$ cat src/rtl/axis_width_downsizer_pkg.sv
// Shared definitions for the AXI-Stream width downsizer: bus-width defaults,
// FSM state encoding and the counter-width helper.
package axis_width_downsizer_pkg;

    localparam int unsigned BITS_PER_WORD = 8;
    localparam int unsigned W_Y_OUT       = 32;
    localparam int unsigned R             = 8;

    typedef enum logic {
        IDLE = 1'b0,
        SEND = 1'b1
    } state_t;

    // Minimum one bit even when only a single value needs encoding
    function automatic int unsigned cnt_width(input int unsigned n);
        return (n > 1) ? $clog2(n) : 1;
    endfunction

endpackage

$ cat src/rtl/axis_width_downsizer.sv
// Splits one W_IN-bit AXI-Stream word into W_IN/W_OUT narrower beats with TLAST on
// the final beat; accepts the next word in the last-beat cycle so words stream without gaps.
module axis_width_downsizer
    import axis_width_downsizer_pkg::*;
#(
    parameter int unsigned W_IN      = R * W_Y_OUT,
    parameter int unsigned W_OUT     = BITS_PER_WORD,
    parameter logic        LSB_FIRST = 1'b1
) (
    input  logic             clk,
    input  logic             rstn,
    output logic             s_axis_tready,
    input  logic             s_axis_tvalid,
    input  logic [W_IN-1:0]  s_axis_tdata,
    input  logic             m_axis_tready,
    output logic             m_axis_tvalid,
    output logic [W_OUT-1:0] m_axis_tdata,
    output logic             m_axis_tlast
);

    localparam int unsigned N_BEATS = W_IN / W_OUT;
    localparam int unsigned W_CNT   = cnt_width(N_BEATS);
    localparam int unsigned W_OFF   = cnt_width(W_IN);
    localparam logic [W_CNT-1:0] LAST_IDX = W_CNT'(N_BEATS - 1);

    generate
        if (W_IN % W_OUT != 0) begin : g_bad_width
            $error("axis_width_downsizer: W_IN must be an integer multiple of W_OUT");
        end
    endgenerate

    state_t           state_q, state_d;
    logic [W_CNT-1:0] cnt_q, cnt_d;
    logic [W_IN-1:0]  hold_q, hold_d;
    logic             m_valid_q, m_valid_d;

    logic             beat_last;
    logic             s_hs;
    logic             m_hs;
    logic [W_OFF-1:0] beat_off;

    assign beat_last     = (cnt_q == LAST_IDX);
    assign m_axis_tvalid = m_valid_q;
    assign m_axis_tlast  = m_valid_q & beat_last;
    assign m_hs          = m_valid_q & m_axis_tready;

    // Ready never looks at s_axis_tvalid, keeping the handshake free of comb loops
    assign s_axis_tready = (state_q == IDLE) | (m_hs & beat_last);
    assign s_hs          = s_axis_tvalid & s_axis_tready;

    // Both orderings reduce to an ascending part-select of the hold register
    always_comb begin
        if (LSB_FIRST) begin
            beat_off = W_OFF'(32'(cnt_q) * W_OUT);
        end else begin
            beat_off = W_OFF'(W_IN - W_OUT * (32'(cnt_q) + 32'd1));
        end
        m_axis_tdata = hold_q[beat_off +: W_OUT];
    end

    always_comb begin
        state_d   = state_q;
        cnt_d     = cnt_q;
        hold_d    = hold_q;
        m_valid_d = m_valid_q;

        if (s_hs) begin
            hold_d    = s_axis_tdata;
            cnt_d     = '0;
            state_d   = SEND;
            m_valid_d = 1'b1;
        end else if (m_hs) begin
            if (beat_last) begin
                cnt_d     = '0;
                state_d   = IDLE;
                m_valid_d = 1'b0;
            end else begin
                cnt_d = cnt_q + W_CNT'(1);
            end
        end
    end

    always_ff @(posedge clk or negedge rstn) begin
        if (!rstn) begin
            state_q   <= IDLE;
            cnt_q     <= '0;
            hold_q    <= '0;
            m_valid_q <= 1'b0;
        end else begin
            state_q   <= state_d;
            cnt_q     <= cnt_d;
            hold_q    <= hold_d;
            m_valid_q <= m_valid_d;
        end
    end

endmodule
$ cat config.mk
export PLATFORM = sky130hd
export DESIGN_NAME = axis_width_downsizer
export DESIGN_NICKNAME = d
export VERILOG_FILES = /design/src/rtl/axis_width_downsizer_pkg.sv /design/src/rtl/axis_width_downsizer.sv
export SDC_FILE = /design/constraint.sdc
export NUM_CORES = 1
export LEC_CHECK = 0
export CAP_MARGIN = 20
export CORE_ASPECT_RATIO = 0.9
export CORE_MARGIN = 4
export CORE_UTILIZATION = 25
export DETAILED_ROUTE_END_ITERATION = 7
export PLACE_DENSITY = 0.54
export SLEW_MARGIN = 20
export SYNTH_ARGS = -nofsm -noshare
export SYNTH_HDL_FRONTEND = slang
export SYNTH_SLANG_ARGS = --single-unit
$ cat constraint.sdc
create_clock -name clk -period 2.2 [get_ports clk]
set_input_delay 0.44 -clock clk [delete_from_list [all_inputs] [get_ports clk]]
set_output_delay 0.44 -clock clk [all_outputs]
set_load 0.01 [all_outputs]
==> summary.txt <==
RSZ-0062 raised after global routing = true
height of the die = 214.5 µm
combinational power share = 43.4%
leading area contributor after synthesis = dfrtp_1
failing checks = negative setup slack
Final Cell Area = 19430 µm²
First DRT Iteration DRCs = 406
max-slew violation count = 0
initial antenna violation count = 4
Yosys warning count = 0
worst hold path class = in2async
sequential-to-total area share from yosys stat = 55.37%
achievable frequency = 322.7 MHz
Synth cell types = 33
clock-pin slew on the worst setup and hold paths = 60 ps
part of the power in registers = 35.2%
Final Hold Viols = 0
DRT Pass-1 Iters = 4
nets@finish = 1406
P&R area growth vs syn = 64.14%
largest net degree at the start of global routing = 56
Initial Util = 25.34%
wire per inst = 23.31 µm
share of layout cells above drive strength 1 = 47.39%
num ports = 271
Leak = 9.196 nW
Peak VDD IR = 0.0006277 V
Die X = 237.4 µm
CP Capture Type = output port
Tcrit/Tclk final = 140.9%
minimum clock period = 3099 ps
cell area after synthesis = 11840 µm²
max_cap viols = 0
Setup WS pre-CTS = -1073 ps
synth top area cells = dfrtp_1 55%, mux2_2 21%, mux4_2 8.9%
#FFs+latches synth = 262
drt drc = 0
row count = 75
Post-Syn Area per Cell = 15.87 µm²
sw frac = 30.46%
Crit Path Max Fanout = 8
htree depth = 1
CTS Buf Count = 31
EDFF count, synth = 0
WHS = 391.1 ps
Placer Congestion = 0.7663
total power = 24.32 mW
most frequent cells after synthesis = 262 x dfrtp_1, 224 x mux2_2, 47 x mux4_2
first-pass GRT wire length = 62470 µm
Worst Path Arrival = 2660 ps
worst r2r path cells = 16
status = complete, but fails checks
Most used DFF post-synth = dfrtp_1
Pwr Density = 1251 nW/µm²
Setup WS post-layout = -899.1 ps
Worst EP required = 1760 ps
Bufs on Longest Clock Path = 3
CTS tree = done
worst-margin pin slew = 515.2 ps
post-DP HPWL = 28250 µm
root buffer cell = clkbuf_16
vias in the first global route = 9428
Internal = 16.91 mW
NetSw = 7.408 mW
antenna-violating nets left = 0
ys async rst share = 100.0%
via count = 8213
IO Port Bufs = 270
core footprint = 46730 µm²
total track usage = 16.08%
CTS sink count = 262
Synthesized Nets = 1008
final WL = 41640 µm
Clock power frac = 21.3%
top cell type's share of synthesized area = 55.37%
most common cell in the netlist = dfrtp_1
cell count after synthesis = 746
Clk Latency, worst-skew pair = 580 ps
kind of critical path = reg2out
Slew headroom = 65.65%
crit path launch type = flop
Layout Skew = 18.18 ps
die area = 50910 µm²
Avg Vias per Cell = 4.599
grt total ovfl = 0
placed instance area = 15970 µm²
setup violators final = 271
## power groups by stage
stage                     logic, mW  registers (mW)  clock network (mW)
final                          10.6            8.56                5.19
after global routing           11.2            8.84                5.55
after CTS                      10.6            8.52                5.36
after detailed placement       8.30            8.50                   0
after global placement         8.15            8.50                   0
after floorplan                4.99            7.90                   0
## critical path, stage by stage, from the launching register on
cell	delay, ps
dfrtp_4	540
buf_12	170
mux4_2	510
a22o_1	260
a2111oi_2	210
buf_4	190
a21oi_4	40
buf_2	150
## final cells by class
cell class / instances / area [µm²]
antenna: 3 / 7.507
clock buffer: 45 / 908.4
multi-input combinational: 428 / 6187
fill: 4266 / 27300
timing repair buffer: 420 / 4877
sequential: 262 / 6563
clock inverter: 11 / 117.6
tap: 616 / 770.7
inverter: 1 / 3.754
## worst paths after layout
check / end / from / slack [ps]
max in group asynchronous: hold_q[83]$_DFFE_PN0N_ / rstn / 1110
worst min-delay path: hold_q[189]$_DFFE_PN0N_ / rstn / 390
worst max-delay path: m_axis_tdata[1] / cnt_q[0]$_DFFE_PN0P_ / -900
worst max register to register: hold_q[252]$_DFFE_PN0N_ / cnt_q[0]$_DFFE_PN0P_ / -720
worst min register to register: hold_q[4]$_DFFE_PN0N_ / hold_q[4]$_DFFE_PN0N_ / 510
min in group clk: hold_q[25]$_DFFE_PN0N_ / s_axis_tdata[25] / 470
## through the flow
stage | instances | utilization [%] | TNS, ps
floorplan | 746 | - | 0
global route | 1786 | 41.59 | -195540
CTS | 1794 | 42.01 | -108540
detailed placement | 1659 | 34.17 | -139910
finish | 1786 | 41.59 | -173740
global placement | 1659 | 34.17 | -132990
## cell usage in the layout (no fill, tap or decap), types with 6 or more instances in the layout
| cell | instances |
|---|---|
| clkbuf_8 | 8 |
| buf_12 | 49 |
| clkbuf_1 | 6 |
| o22ai_1 | 6 |
| a21oi_1 | 9 |
| buf_6 | 24 |
| mux4_2 | 47 |
| dfrtp_1 | 259 |
| buf_16 | 16 |
| a22oi_2 | 6 |
| clkdlybuf4s50_1 | 258 |
| a22o_1 | 6 |
| o221ai_1 | 8 |
| mux2i_1 | 36 |
| buf_8 | 8 |
| clkbuf_16 | 31 |
| buf_4 | 58 |
| mux2_4 | 256 |
## kinds of logic (layout without fill, tap and decap cells)
| family | after synthesis | count (layout) | synth area share, % |
|---|---|---|---|
| and+or+nand+nor | 23 | 23 | 1.067 |
| DFF | 262 | 262 | 55.37 |
| AOI/OAI and AO/OA | 64 | 64 | 4.185 |
| adders and majority gates | 2 | 2 | 0.2113 |
| buffers and inverters | 56 | 477 | 2.832 |
| other | 0 | 3 | 0 |
| muxes | 339 | 339 | 36.33 |
## sequential cells by signal (all words and copies together) (netlist names)
name     flops
cnt_q        5
state_q      1
hold_q     256
## what timing repair did
item / 4_1_cts / 5_1_grt
hold buffers: 1 / 0
gates cloned: 27 / 0
hold endpoints to repair: 44 / 0
endpoints found under the setup margin: 269 / 267
pin swaps: 18 / 6
gates resized for setup: 396 / 54
buffers inserted: 56 / 12
## routing by layer
layer  track usage, %  up-vias  part of all wire, %  wire length (µm)
li1                 -     3638                    -                 -
met2            25.20      182                   46             19350
met3            3.099       48                  4.5              1874
met4            3.639        2                  1.9               809
met1            23.18     4343                   47             19590
met5                0        -                0.024                10
No activity file was read; power rests on OpenSTA's default activity.
